### config.mk
export PLATFORM = sky130hd
export DESIGN_NAME = program_loader
export DESIGN_NICKNAME = d
export VERILOG_FILES = /design/src/rtl/program_loader.sv
export SDC_FILE = /design/constraint.sdc
export NUM_CORES = 1
export LEC_CHECK = 0
export BUFFER_PORTS_ARGS = -buffer_cell sky130_fd_sc_hd__buf_4
export CAP_MARGIN = 10
export CORE_UTILIZATION = 45
export CTS_CLUSTER_DIAMETER = 150
export DETAILED_ROUTE_END_ITERATION = 7
export MAX_ROUTING_LAYER = met4
export PLACE_DENSITY = 0.74
export SYNTH_ARGS = -nofsm -noshare
export SYNTH_HDL_FRONTEND = slang
export SYNTH_SLANG_ARGS = --single-unit
### constraint.sdc
create_clock -name clk -period 2.5 [get_ports clk]
set_clock_uncertainty 0.1 [all_clocks]
set_input_delay 0.25 -clock clk [delete_from_list [all_inputs] [get_ports clk]]
set_output_delay 0.25 -clock clk [all_outputs]
set_load 0.02 [all_outputs]
### src/rtl/program_loader.sv
// Loads instruction memory from a byte stream (count, HI/LO word pairs, XOR checksum); holds CPU in reset meanwhile.
// Latency: one im_we pulse registered one cycle after each LO byte; done/error one cycle after the final byte.
// Backpressure: in_ready is high in every loading state; the source may stall indefinitely, and bytes may arrive every cycle.
module program_loader #(
   parameter int IM_ADDR_W = 8,
   parameter int IM_DATA_W = 15
) (
   input  logic                 clk,
   input  logic                 reset,
   input  logic                 start,
   input  logic                 in_valid,
   input  logic [7:0]           in_data,
   output logic                 in_ready,
   output logic                 im_we,
   output logic [IM_ADDR_W-1:0] im_addr,
   output logic [IM_DATA_W-1:0] im_data,
   output logic                 cpu_hold,
   output logic                 done,
   output logic                 error,
   output logic [IM_ADDR_W:0]   words_loaded
);

   // Compare width covers both the 8-bit count byte and the full-depth count.
   localparam int CW = (IM_ADDR_W + 1 > 9) ? IM_ADDR_W + 1 : 9;
   localparam logic [CW-1:0] FULL_DEPTH = CW'(1) << IM_ADDR_W;

   typedef enum logic [2:0] {
      S_IDLE,
      S_COUNT,
      S_HI,
      S_LO,
      S_CHECK,
      S_DONE,
      S_ERROR
   } state_t;

   state_t               state;
   logic [7:0]           count_q;
   logic [7:0]           hi_q;
   logic [7:0]           csum_q;
   logic [IM_ADDR_W-1:0] addr_q;
   logic [CW-1:0]        target;
   logic [CW-1:0]        next_count;
   logic                 accept;

   assign in_ready   = (state == S_COUNT) || (state == S_HI) ||
                       (state == S_LO)    || (state == S_CHECK);
   assign accept     = in_valid && in_ready;
   assign target     = (count_q == 8'd0) ? FULL_DEPTH : CW'(count_q);
   assign next_count = CW'(words_loaded) + CW'(1);

   always_ff @(posedge clk) begin
      if (reset) begin
         state        <= S_IDLE;
         count_q      <= '0;
         hi_q         <= '0;
         csum_q       <= '0;
         addr_q       <= '0;
         im_we        <= 1'b0;
         im_addr      <= '0;
         im_data      <= '0;
         cpu_hold     <= 1'b1;
         done         <= 1'b0;
         error        <= 1'b0;
         words_loaded <= '0;
      end else begin
         im_we <= 1'b0;
         case (state)
            S_IDLE, S_DONE, S_ERROR: begin
               if (start) begin
                  state        <= S_COUNT;
                  cpu_hold     <= 1'b1;
                  done         <= 1'b0;
                  error        <= 1'b0;
                  words_loaded <= '0;
                  csum_q       <= '0;
                  addr_q       <= '0;
               end
            end
            S_COUNT: begin
               if (accept) begin
                  count_q <= in_data;
                  state   <= S_HI;
               end
            end
            S_HI: begin
               if (accept) begin
                  if (in_data[7]) begin
                     state <= S_ERROR;
                     error <= 1'b1;
                  end else begin
                     hi_q   <= in_data;
                     csum_q <= csum_q ^ in_data;
                     state  <= S_LO;
                  end
               end
            end
            S_LO: begin
               if (accept) begin
                  csum_q       <= csum_q ^ in_data;
                  im_we        <= 1'b1;
                  im_addr      <= addr_q;
                  im_data      <= IM_DATA_W'({hi_q[6:0], in_data});
                  addr_q       <= addr_q + 1'b1;
                  words_loaded <= words_loaded + 1'b1;
                  state        <= (next_count == target) ? S_CHECK : S_HI;
               end
            end
            S_CHECK: begin
               if (accept) begin
                  if (in_data == csum_q) begin
                     state    <= S_DONE;
                     done     <= 1'b1;
                     cpu_hold <= 1'b0;
                  end else begin
                     state <= S_ERROR;
                     error <= 1'b1;
                  end
               end
            end
            default: state <= S_IDLE;
         endcase
      end
   end

endmodule

Word level (Yosys, flattened, before mapping):

Cells that the tools add are included.

* register bits after elaboration: 70
* input port bits: 12
* logic and storage cells: 88

* add/sub/neg operators: 2
* eq/ne operators: 17
* bitwise logic cells: 3
* mux-type cells: 34
* reductions and logical operators: 20

Operators by type and width (number)
* 2-to-1 mux 8 bit: 5
* 2-to-1 mux 9 bit: 3
* one-hot mux 8 bit (3 select lines): 1
* 2-to-1 mux 3 bit: 7
* one-hot mux 9 bit (2 select lines): 1
* inequality test 2 bit (second input constant): 8
* one-hot mux 8 bit (2 select lines): 1
* one-hot mux 3 bit (5 select lines): 1
* 2-to-1 mux 1 bit: 11
* AND reduction 5 bit: 2
* adder 9 x 1 -> 9 bit (second input constant): 1
* == test 3 bit (second input constant): 3
* == test 9 bit: 1
* adder 8 x 1 -> 8 bit (second input constant): 1
* == test 8 bit: 1
* zero test 8 bit: 1
* XOR 8 bit: 1
* == test 3 x 2 -> 1 bit (second input constant): 2
* AND reduction 3 bit: 2
* AND reduction 6 bit: 1
* nonzero test 3 bit: 2
* one-hot mux 1 bit (2 select lines): 2
* AND reduction 2 bit: 2
* AND reduction 4 bit: 1
* other kinds (11): 15

Depth between registers and ports, before layout:

* depth in word-level cells: 7
* gate-level depth with buffers: 7
* mapped depth without buffers: 6

Least setup slack after synthesis:

OpenSTA, ideal clock, no wires.

* kind: reg-to-reg
* start: reg words_loaded[0]
* end: reg state[1]
* clock period less this slack: 2.222 ns
* cell stages (with the launch flop): 7
* data required time: 2.309 ns
* library setup time: 0.091 ns
* setup slack: 0.278 ns
* path buffers: 0
* arrival time: 2.031 ns
* path through: dfxtp_1 > ha_1 > nand3_1 > nor3_2 > xor3_1 > nor4b_1 > a311oi_1

* longest elaborated chain between the ends: 5

RTL lines
* start, declared: RTL line 20 `output logic [IM_ADDR_W:0] words_loaded`
* start signal, assigned: RTL line 105 `words_loaded <= words_loaded + 1'b1;`
* adder 9 x 1 -> 9 bit: RTL line 50 `assign next_count = CW'(words_loaded) + CW'(1);`
* == test 9 bit: RTL line 106 `state <= (next_count == target) ? S_CHECK : S_HI;`
* 2-to-1 mux 3 bit: RTL line 106
* 2-to-1 mux 3 bit: RTL line 99 `if (accept) begin`
* one-hot mux 3 bit (5 select lines): RTL line 68 `case (state)`
* end signal, assigned: RTL line 106
* end, declared: RTL line 37 `state_t state;`

Every way passes these cells. The select of a mux whose other input is x is not followed.
A chain may end at the register's enable or synchronous reset.

Worst setup path in the final report:

* start: reg state[0]
* end: reg words_loaded[8]

* longest elaborated chain between the ends: 7

RTL lines
* == test 3 x 1 -> 1 bit or == test 3 x 2 -> 1 bit (tied branches): RTL line 46 `assign in_ready = (state == S_COUNT) || (state == S_HI) ||`
* logical OR 1 bit (2 in a row): RTL line 46
* logical OR 1 bit: RTL line 47 `(state == S_LO) || (state == S_CHECK);`
* logical AND 1 bit: RTL line 48 `assign accept = in_valid && in_ready;`
* inequality test 2 bit (no source line)
* AND reduction 3 bit (no source line)

Parallel ways exist; a longest one is shown, timed or not.

==> impl_metrics.env <==
export IMPL_status="complete, no violations"
export IMPL_area_growth_pct=19.4
export IMPL_synth_edf_count=0
export IMPL_initial_core_util=0.475
export IMPL_drv_slew=0
export IMPL_grt_pass1_vias=2641
export IMPL_track_usage=0.208
export IMPL_synth_distinct_cells=49
export IMPL_p_seq_frac=0.476
export IMPL_dp_cells=536
export IMPL_critPathArrivalTime_ns=2.46
export IMPL_portBuffers=48
export IMPL_fin_area_um2=3940
export IMPL_regArea_um2=1400
export IMPL_nFillCells=647
export IMPL_wl_per_cell_um=13.5
export IMPL_num_io_pins=49
export IMPL_p_leak_nw=1.41
export IMPL_overflow=0
export IMPL_rsz0062_at_grt="false"
export IMPL_antenna_found_initial=0
export IMPL_drt_antenna_violating_nets=0
export IMPL_die_x_um=87.6
export IMPL_powerDensity_nw_per_um2=628
export IMPL_multi_input_area_um2=1760
export IMPL_die_y_um=87.6
export IMPL_ctsHoldBuffers=0
export IMPL_sw_frac_of_total=0.261
export IMPL_syn_nets=425
export IMPL_gp_congestion=0.860
export IMPL_path_clk_slew_ns=0.08
export IMPL_root_buffer="clkbuf_8"
export IMPL_yosysSeqAreaShare=0.425
export IMPL_synth_xor_xnor_area_share=0.0630
export IMPL_timing_fmax_mhz=436
export IMPL_synth_top_family_by_area="simple AND/OR/NAND/NOR gates"
export IMPL_p_clk_frac=0.403
export IMPL_tightest_slew_ns=0.907
export IMPL_startpoint_type="flop"
export IMPL_instances_no_fill=552
export IMPL_yosys_register_bits=70
export IMPL_htree_num_levels=3
export IMPL_dieArea_um2=7670
export IMPL_relSlewSlack=0.395
export IMPL_coreArea_um2=6940
export IMPL_cts_tree="done"
export IMPL_min_path_type="in2reg"
export IMPL_holdPathStages=3
export IMPL_diodes=0
export IMPL_fin_setup_tns_ns=0
export IMPL_fp_row_count=30
export IMPL_drc=0
export IMPL_cts_buffer_depth=2
export IMPL_clock_sinks=70
export IMPL_whs_ns=0.0908
export IMPL_vias_per_cell=5.38
export IMPL_placed_area_um2=3720
export IMPL_drv_cap=0
export IMPL_fin_nets=465
export IMPL_peakVddDrop_mv=0.355
export IMPL_p_switching_mw=0.645
export IMPL_max_stage_delay_ns=0.71
export IMPL_finalWirelength_mm=7.47
export IMPL_combPwrFrac=0.121
export IMPL_cp_end_kind="flop"
export IMPL_intPower_mw=1.83
export IMPL_clk_insertion_delay_late_ns=0.34
export IMPL_dr_total_vias=2967
export IMPL_dpl_hpwl_mm=5.14
export IMPL_syn_instance_count=411
export IMPL_path_buf_inv=0
export IMPL_drive_above_1_share=0.169
export IMPL_synthAdderAreaFrac=0.00759
export IMPL_synth_ff_type="dfxtp_1"
export IMPL_post_cts_setup_buffer_count=0
export IMPL_cp_max_fo=23
export IMPL_cp_required_ns=2.67
export IMPL_path_delay_family="compound AO/OA/AOI/OAI gates"
export IMPL_drt_initial_drc_count=146
export IMPL_syn_area_um2=3300
export IMPL_cts_repair_resized=0
export IMPL_path_class="reg2reg"
export IMPL_final_hold_viol_count=0
export IMPL_crit_chain="or2_1 -> mux2i_4 -> a21oi_2 -> o21ai_0 -> a21oi_1"
export IMPL_grt_max_degree=53
export IMPL_finalCriticalPeriod_ns=2.29
export IMPL_cts_buffers=9
export IMPL_yosys_warnings=0
export IMPL_synth_mux_area_frac=0.0342
export IMPL_period_share=0.916
export IMPL_synth_compound_area_share=0.191
export IMPL_setup_violations=0
export IMPL_r2r_cells=5
export IMPL_cp_depth=5
export IMPL_cp_slowest_cell="a21oi_2"
export IMPL_synth_async_reset_ratio=0
export IMPL_syn_avg_cell_area_um2=8.02
export IMPL_drtPass1Iterations=5
export IMPL_p_total_mw=2.47
export IMPL_grt_pass1_wl_mm=12.1
export IMPL_yosys_area_share_simple=0.238
[layout make-up]
type | instances | area share
Clock inverter | 5 | 0.0213
Tap cell | 96 | 0.0305
Inverter | 8 | 0.00763
Clock buffer | 11 | 0.0334
Sequential cell | 70 | 0.356
Timing Repair Buffer | 55 | 0.105
Multi-Input combinational cell | 307 | 0.446
[state kept, by name, indices dropped and copies added (netlist names)]
signal / cells
error: 1
hi_q: 7
count_q: 8
cpu_hold: 1
im_addr: 8
csum_q: 8
addr_q: 8
im_data: 15
im_we: 1
done: 1
words_loaded: 9
state: 3
[placed cells by master (no fill, tap or decap), types with 2 or more instances in the layout]
cell         n
nand3b_1     7
nand4_1      4
o31a_1       2
nand2_1     74
nor4b_1      2
nor3_1       5
bufinv_16    2
nand2b_1     6
a211oi_1     2
a21o_1       2
a31oi_1      2
xnor2_1     17
and2_1       2
or3_1        5
or4_1        8
ha_1         2
o21ai_0     22
or2_2        3
xor2_1       4
inv_1        8
dfxtp_1     70
clkbuf_1     2
nor4_1       2
clkinvlp_4   2
nand3_1      9
buf_4       55
clkbuf_8     9
o31ai_1      8
mux2i_1      9
nor2_1      32
nor3_2       2
a21oi_1     58
[layer usage]
metal / wire (µm) / vias to the layer above / GRT usage
met5: 0 / - / -
met4: 102 / 0 / 0.0715
met3: 309 / 11 / 0.0386
met2: 3470 / 60 / 0.335
met1: 3590 / 1381 / 0.261
li1: - / 1515 / -
[worst register-to-register path, delay by kind of cell, from the launching register on]
family | cells | cell delay (ns)
muxes | 1 | 0.12
AOI/OAI and AO/OA | 3 | 1.10
and+or+nand+nor | 1 | 0.27
DFF | 1 | 0.63
[final timing paths]
kind / slack, ns / start / to
max reg2reg: 0.21 / state[0] / words_loaded[8]
min reg2reg: 0.35 / hi_q[3] / im_data[11]
max: 0.21 / state[0] / words_loaded[8]
min: 0.09 / in_data[6] / im_data[6]
[cells by family after synthesis]
logic type | Yosys count
fa+ha+maj | 2
buf+inv | 34
xor+xnor | 22
simple gates | 165
flops | 70
mux | 10
compound gates | 108
[synthesized netlist by cell type, types with 3 or more instances]
library cell  instances  area share
a21oi_1              58       0.088
buf_2                 3      0.0046
clkbuf_1             20       0.023
dfxtp_1              70        0.43
inv_1                 8      0.0091
mux2i_1               9       0.027
nand2_1              74       0.084
nand2b_1              6       0.011
nand3_1               9       0.014
nand3b_1              7       0.016
nand4_1               4      0.0076
nor2_1               32       0.036
nor3_1                5      0.0076
o21ai_0              22       0.033
o31ai_1               8       0.018
or2_2                 3      0.0057
or3_1                 5      0.0095
or4_1                 8       0.018
xnor2_1              17       0.045
xor2_1                4       0.011
[power by group through the flow]
stage	sequential [mW]	clock (mW)	combinational, mW
after CTS	1.18	1.01	0.301
final	1.18	0.997	0.299
after global routing	1.18	1.05	0.329
after detailed placement	1.20	0	0.299
after floorplan	1.20	0	0.217
after global placement	1.20	0	0.295
[stage by stage]
stage / worst slack [ns] / utilization
after floorplan: 0.278 / -
after global placement: 0.346 / 0.536
after detailed placement: 0.242 / 0.536
after CTS: 0.222 / 0.567
after global routing: 0.0281 / 0.567
final: 0.209 / 0.567
(Power assumes the default switching activity.)
